$ cat src/rtl/tile_bl_wl_loader.sv
// Bitstream loader that programs one tile's flat bl/wl configuration bus word by word.
// Optional per-word even-parity checking with an ERROR state is enabled by defining CFG_PARITY_EN.
`timescale 1ns/1ps
module tile_bl_wl_loader #(
  parameter  int NUM_BITS = 160,
  parameter  int WORD_W   = 8,
  parameter  int WL_PULSE = 2,
  localparam int NW       = NUM_BITS / WORD_W,
  localparam int IW       = (NW > 1) ? $clog2(NW) : 1,
  localparam int PCW      = (WL_PULSE > 1) ? $clog2(WL_PULSE) : 1
) (
  input  logic                prog_clk,
  input  logic                pReset,
  input  logic                start,
  input  logic [WORD_W-1:0]   cfg_data,
  input  logic                cfg_valid,
  output logic                cfg_ready,
`ifdef CFG_PARITY_EN
  input  logic                cfg_parity,
`endif
  output logic [NUM_BITS-1:0] bl,
  output logic [NUM_BITS-1:0] wl,
  output logic                busy,
  output logic                done,
  output logic                err,
  output logic [IW-1:0]       word_idx
);

  typedef enum logic [2:0] {
    S_IDLE,
    S_WAIT_DATA,
    S_SETUP,
    S_PULSE,
    S_HOLD,
`ifdef CFG_PARITY_EN
    S_ERROR,
`endif
    S_DONE
  } state_t;

  state_t              r_state;
  logic                r_ready;
  logic [NUM_BITS-1:0] r_bl;
  logic [NUM_BITS-1:0] r_wl;
  logic                r_busy;
  logic                r_done;
  logic [IW-1:0]       r_word_idx;
  logic [PCW-1:0]      r_pcnt;

  logic [31:0]         w_base;
  logic                w_last;
  logic                w_pulse_end;

  assign w_base      = 32'(r_word_idx) * 32'(WORD_W);
  assign w_last      = (r_word_idx == IW'(NW - 1));
  assign w_pulse_end = (r_pcnt == PCW'(WL_PULSE - 1));

`ifdef CFG_PARITY_EN
  logic r_err;
  logic w_par_bad;
  assign w_par_bad = ^{cfg_data, cfg_parity};
  assign err       = r_err;
`else
  assign err       = 1'b0;
`endif

  // The bl register doubles as the latch for the accepted word: its slice is loaded
  // at accept and held through SETUP, PULSE and HOLD, then cleared on leaving HOLD.
  always_ff @(posedge prog_clk) begin
    if (pReset) begin
      r_state    <= S_IDLE;
      r_ready    <= 1'b0;
      r_bl       <= '0;
      r_wl       <= '0;
      r_busy     <= 1'b0;
      r_done     <= 1'b0;
      r_word_idx <= '0;
      r_pcnt     <= '0;
`ifdef CFG_PARITY_EN
      r_err      <= 1'b0;
`endif
    end else begin
      case (r_state)
        S_IDLE: begin
          if (start) begin
            r_state    <= S_WAIT_DATA;
            r_word_idx <= '0;
            r_ready    <= 1'b1;
            r_busy     <= 1'b1;
          end
        end

        S_WAIT_DATA: begin
          if (cfg_valid) begin
            r_ready <= 1'b0;
`ifdef CFG_PARITY_EN
            if (w_par_bad) begin
              r_state <= S_ERROR;
              r_err   <= 1'b1;
              r_busy  <= 1'b0;
            end else begin
              r_bl[w_base +: WORD_W] <= cfg_data;
              r_state                <= S_SETUP;
            end
`else
            r_bl[w_base +: WORD_W] <= cfg_data;
            r_state                <= S_SETUP;
`endif
          end
        end

        S_SETUP: begin
          r_wl[w_base +: WORD_W] <= '1;
          r_pcnt                 <= '0;
          r_state                <= S_PULSE;
        end

        S_PULSE: begin
          if (w_pulse_end) begin
            r_wl    <= '0;
            r_state <= S_HOLD;
          end else begin
            r_pcnt <= r_pcnt + PCW'(1);
          end
        end

        S_HOLD: begin
          r_bl <= '0;
          if (w_last) begin
            r_state <= S_DONE;
            r_busy  <= 1'b0;
            r_done  <= 1'b1;
          end else begin
            r_word_idx <= r_word_idx + IW'(1);
            r_ready    <= 1'b1;
            r_state    <= S_WAIT_DATA;
          end
        end

        S_DONE: begin
          if (start) begin
            r_state    <= S_WAIT_DATA;
            r_word_idx <= '0;
            r_done     <= 1'b0;
            r_ready    <= 1'b1;
            r_busy     <= 1'b1;
          end
        end

`ifdef CFG_PARITY_EN
        S_ERROR: begin
          if (start) begin
            r_state    <= S_WAIT_DATA;
            r_word_idx <= '0;
            r_err      <= 1'b0;
            r_ready    <= 1'b1;
            r_busy     <= 1'b1;
          end
        end
`endif

        default: begin
          r_state <= S_IDLE;
          r_ready <= 1'b0;
          r_bl    <= '0;
          r_wl    <= '0;
          r_busy  <= 1'b0;
          r_done  <= 1'b0;
        end
      endcase
    end
  end

  assign cfg_ready = r_ready;
  assign bl        = r_bl;
  assign wl        = r_wl;
  assign busy      = r_busy;
  assign done      = r_done;
  assign word_idx  = r_word_idx;

endmodule

$ cat config.mk
export PLATFORM = sky130hd
export DESIGN_NAME = tile_bl_wl_loader
export DESIGN_NICKNAME = d
export VERILOG_FILES = /design/src/rtl/tile_bl_wl_loader.sv
export SDC_FILE = /design/constraint.sdc
export NUM_CORES = 1
export LEC_CHECK = 0
export CAP_MARGIN = 20
export CORE_ASPECT_RATIO = 0.6
export CORE_MARGIN = 2
export CORE_UTILIZATION = 40
export DETAILED_ROUTE_END_ITERATION = 16
export PLACE_DENSITY = 0.85
export SKIP_CTS_REPAIR_TIMING = 1
export SLEW_MARGIN = 10
export SYNTH_ARGS = -nofsm -noshare
export SYNTH_HDL_FRONTEND = slang
export SYNTH_SLANG_ARGS = --single-unit
$ cat constraint.sdc
create_clock -name prog_clk -period 4.1 [get_ports prog_clk]
set_input_delay 0.615 -clock prog_clk [delete_from_list [all_inputs] [get_ports prog_clk]]
set_output_delay 0.615 -clock prog_clk [all_outputs]
set_load 0.02 [all_outputs]
After elaboration in Yosys (flattened, before gate mapping)
Cells that the tools add are included.
- bits of input ports: 12
- bits in writable memories: 0
- memories kept: 0
- ROM bits: 0
- output and inout port bits: 329
- bits in latches: 0
- bits in registers: 332
- multiply operators: 0
- order comparisons: 0
- equal/unequal tests: 12
- reductions and logical operators: 16
- shift-type cells: 3
- muxes and demuxes: 25
- add/sub/neg operators: 3
- divide/modulo/power cells: 0
- bitwise logic cells: 5
- operators with widths (cell ; count):
    160-bit case mux with 3 select lines ; 1
    160-bit bitwise mux ; 2
    160-bit 2-to-1 mux ; 2
    160-bit case mux with 2 select lines ; 1
    8-bit by 34-bit variable shift with 160-bit output (first input constant) ; 1
    8-bit by 34-bit variable part select with 160-bit output ; 1
    8-bit by 34-bit variable part select with 160-bit output (first input constant) ; 1
    8-bit negation with 34-bit output ; 1
    3-bit case mux with 5 select lines ; 1
    3-bit 2-to-1 mux ; 4
    3-bit AND reduction ; 4
    4-bit OR reduction ; 3
    5-bit 2-to-1 mux ; 2
    2-bit != test (second input constant) ; 5
    5-bit case mux with 2 select lines ; 1
    1-bit 2-to-1 mux ; 7
    3-bit by 2-bit equality test with 1-bit output (second input constant) ; 2
    3-bit equality test (second input constant) ; 2
    1-bit case mux with 3 select lines ; 2
    5-bit by 1-bit adder with 5-bit output (second input constant) ; 1
    5-bit equality test (second input constant) ; 1
    1-bit inverter ; 5
    1-bit case mux with 4 select lines ; 1
    2-bit AND reduction ; 2
    9 further kinds ; 11

Longest topological paths before layout
- depth after elaboration: 5
- depth in mapped cells: 14
- depth with buffers taken out: 9

Worst setup path after synthesis
OpenSTA, ideal clock, no wires.
- path kind: register to register
- start: reg r_word_idx[0] (netlist: word_idx[0])
- end: reg r_bl[80] (netlist: bl[80])
- required time: 4039 ps
- library setup time: 61 ps
- stages on the path, launching flop included: 14
- period minus slack after synthesis: 3109 ps
- arrival time: 3049 ps
- setup slack: 991 ps
- cell sequence: dfxtp_1 buf_2 buf_2 inv_1 ha_1 nor3b_1 ha_1 buf_2 o311a_1 a31o_2 buf_2 nand4_1 nor4_2 a22o_1
- longest elaborated chain between the ends: 5
- ends and longest elaborated chain (what ; line ; source):
    start, declared ; 47 ; logic [IW-1:0] r_word_idx;
    start signal, assigned ; 134 ; r_word_idx <= r_word_idx + IW'(1);
    8-bit negation with 34-bit output * ; 106 ; r_bl[w_base +: WORD_W] <= cfg_data;
    8-bit by 34-bit variable part select with 160-bit output / 8-bit by 34-bit variable shift with 160-bit output (equally long branches) ; 106 ;
    160-bit bitwise mux * ; 106 ;
    160-bit 2-to-1 mux * ; 94 ; if (cfg_valid) begin
    160-bit case mux with 2 select lines * ; 83 ; case (r_state)
    end signal, assigned by index ; 106 ;
    end, declared ; 43 ; logic [NUM_BITS-1:0] r_bl;
Every way passes the cells marked *; elsewhere a longest branch is shown, timed or not. The select of a mux whose other input is x is not followed.
A chain may end at the register's enable or synchronous reset.

Final worst setup path
- start: reg r_word_idx[2] (netlist: word_idx[2])
- end: reg r_bl[84] (netlist: bl[84])
The elaborated chain is that of the path after synthesis.

==> impl.org <==
** Place
- Post-Place Cells :: 1396
- The count of buffers added on input and output ports is 339.
- Placer congestion estimate :: 0.979
- Timing analysis after detailed placement gives a worst setup slack of 1.03 ns.
- Detailed placement ended at an HPWL of 22400 um.
- In this run the cell area measured after placement is 11300 um^2.

** Route
- Dividing the detail-routed wire length by the instance count gives 21.3 um.
- Routed vias :: 7960
- In the routed design, unresolved DRC markers number 0.
- Post-detailed-route via-to-cell ratio :: 5.57
- Post-detailed-route count of antenna-violating nets :: 0
- Pre-Repair DR Iteration Count :: 5
- Starting DRC count in detailed routing :: 648
- The final layout contains routed wiring with a total length of 30400 um.

** Timing
- Max Transition Viols Final :: 0
- Number of hold-slack violations in the final timing report :: 0
- Summed over all failing endpoints, the final setup total negative slack is 0 ns.
- Final clock skew :: 0.00918 ns
- Final worst hold slack :: 0.456 ns
- In this run the tightest slew margin relative to its limit is 28.5%.
- Timing would allow up to 0.316 GHz.
- Counting I/O delays and the setup requirement, the final critical path takes 3.17 ns.
- Worst path setup slack after routing :: 0.934 ns
- For the pin with the worst max-slew slack, the measured transition is 1.07 ns.
- The worst path uses 77.2% of the clock period.
- Unrepaired setup endpoints after global routing :: no
- Setup violations remaining at the end of the flow were counted as 0.

** Synthesis
- YS warnings :: 0
- Post-synth EDFFs :: 0
- Total of flip-flops plus latches after synthesis :: 192
- Leading cell types by total area after synthesis :: dfxtp_1 (44%), buf_4 (12%), nand2_1 (4.9%), a22o_1 (4.6%), nand3_1 (2.6%)
- Count of cell types in the netlist :: 78
- Gate Count Post-Synth :: 956
- Synthesis produced a netlist with a net count of 974.
- The mapped netlist covers 8760 um^2.
- Cell taking the most area after synthesis :: dfxtp_1
- In this run the mean area of a mapped cell was 9.16 um^2.
- Fraction of synthesized cell area taken by the top area cell type :: 43.9%
- Synth Flop Type :: dfxtp_1
- In the synthesized netlist the async set-or-reset flop fraction comes to 0%.
- Sequential elements use 43.9% of the synthesized area.

** Clock network
- Clock-pin slew reported for the worst setup and hold paths after clock tree synthesis :: 0.07 ns
- Number of buffers created by CTS :: 17
- CTS HTree Levels :: 4
- For this design, the sink count on the clock tree is 192.
- CTS tree :: yes
- The tree is rooted in a clkbuf_16.
- Clock buffer depth :: 2
- Clock latency on the worst-skew pair :: 0.43 ns

** Final layout
- Measured on the finished design, the core utilization comes to 56.1%.
- Relative to the synthesized area, the layout overhead comes to 36.0%.
- Excluding fillers, the count of instances in the completed layout stands at 1428.
- In the final layout, the share of cells above drive strength 1 is 7.05%.
- Number of nets in the finished design :: 1154
- The library cell used most frequently in the layout, excluding fill and tap cells, is clkdlybuf4s50_1.
- Count of inserted antenna diode cells :: 0
- Commonest cells after routing, fill and taps aside :: clkdlybuf4s50_1 (338), dfxtp_1 (192), nand2_1 (115), nand3_1 (46), a22o_1 (46)
- The finished cells cover 11900 um^2.

** Floorplan
- The die covers 23100 um^2.
- Standard cell core area :: 21200 um^2
- # IOs :: 341
- The die is 119 um tall.
- Row generation in the floorplan step produced 41 rows.
- Die width :: 195 um
- Initial standard-cell utilization of the core :: 41.2%

** GRT
- Number of antenna violations at the first check in global routing :: 1
- Global routing used 25.8% of the available tracks across all layers.
- After global routing the overflow that remains totals 0.
- Maximum number of pins on one net before global-route repair :: 60
- Via count of the first global-routing pass :: 7546
- Wire length of the first global-routing pass :: 46100 um

** Setup path
- Crit path launch :: word_idx[2]
- Kind of launch point of the worst setup path :: flip-flop
- Register-to-register path setup slack :: 0.93 ns
- Critical path type :: flip-flop to flip-flop
- For this run, the slowest stage of the critical path takes 0.78 ns.
- Crit path DAT :: 3.54 ns
- The worst setup path is captured at a flip-flop.
- Of all nets on the critical path, the largest fanout is 17.
- Crit-path cells :: nor3b_1 > ha_1 > o311a_1 > a31o_2 > nand4_1 > nor4_2 > a22o_1
- Worst path required time :: 4.48 ns
- Among all stages on the critical path, the largest delay is contributed by dfxtp_1.
- The startpoint identified for the worst register-to-register timing path is word_idx[2].

** Run
- The tool flagged a number of max-cap violations equal to 0.

** Pwr
- VDD sags by at most 251 uV.
- Summed over all cells, the static leakage comes to 4.01 nW.
- Areal power density over the cells :: 324 nW/um^2
- Power consumption :: 3.86 mW

** Worst hold path
- In this run the most critical hold path is launched from bl[50].
- Classification of the worst-slack hold path :: flip-flop to flip-flop

** Outcome
- The run finished with clean final reports.
[where the power goes]
group	leakage (nW)	switching, mW	internal, mW
Combinational	2.17	0.196	0.0870
Clock	0.289	0.721	0.955
Sequential	1.55	0.0246	1.88
[worst max-delay path, delay by kind of cell, from the launching register on]
family | cells | cell delay [ns]
AO/OA/AOI/OAI | 3 | 0.85
adder cells (fa/ha/maj) | 1 | 0.54
flip-flops | 1 | 0.78
AND/OR/NAND/NOR | 3 | 0.95
[state kept, by name, summed over array words and instances (netlist names)]
signal,count
bl,160
busy,1
cfg_ready,1
done,1
r_pcnt,1
r_state,3
wl,20
word_idx,5
[routing by layer]
metal | track usage, % | share of wire, % | vias to the layer above
met2 | 39.2 | 44 | 451
li1 | - | - | 3649
met5 | 0 | 0 | -
met4 | 6.44 | 1.4 | 0
met3 | 10.5 | 13 | 31
met1 | 33.9 | 42 | 3829
[final cells by class]
cell class	count	area [um^2]
fillers	1868	9330
clock buffers	22	474
repair buffers	350	3470
well taps	279	349
clock inverters	10	123
flip-flops and latches	192	3840
inverters	15	56.3
multi-input cells	560	3590
[cells in the mapped netlist (3+ instances only)]
library cell / count
nand2b_1: 11
a22o_1: 46
a21o_1: 4
and2_1: 4
o21a_1: 4
o21ai_0: 39
a21oi_1: 45
buf_4: 143
a21oi_2: 6
nand2_1: 115
o211ai_1: 7
o41ai_1: 4
nor2_1: 31
a32o_1: 3
nor3_1: 20
o32ai_1: 9
nor2b_1: 12
o22ai_1: 7
o21ai_1: 4
a31oi_1: 5
a31o_2: 4
dfxtp_1: 192
and3_1: 4
or3_1: 3
mux2i_1: 15
nor3_2: 3
nor3b_1: 4
clkbuf_1: 29
o31ai_1: 8
nand4_1: 10
o2bb2ai_1: 23
inv_1: 14
nand3_1: 46
ha_1: 6
nor4_2: 5
buf_2: 17
nor4_1: 6
[kinds of logic after synthesis]
group	count (synthesis)	share of synthesized area, %
flops	192	43.9
simple gates	294	17.6
fa+ha+maj	6	0.857
xor+xnor	5	0.586
compound gates	239	20.2
mux	15	1.71
other cells	1	0.0428
buf+inv	204	15.1
[path summary, 6_finish.rpt]
kind | endpoint | cells after the start
worst max-delay path | bl[84] | 7
worst min-delay path | bl[50] | 2
worst max register to register | bl[84] | 7
worst min register to register | bl[50] | 2
Note: power is estimated with default switching activity, not from simulation.
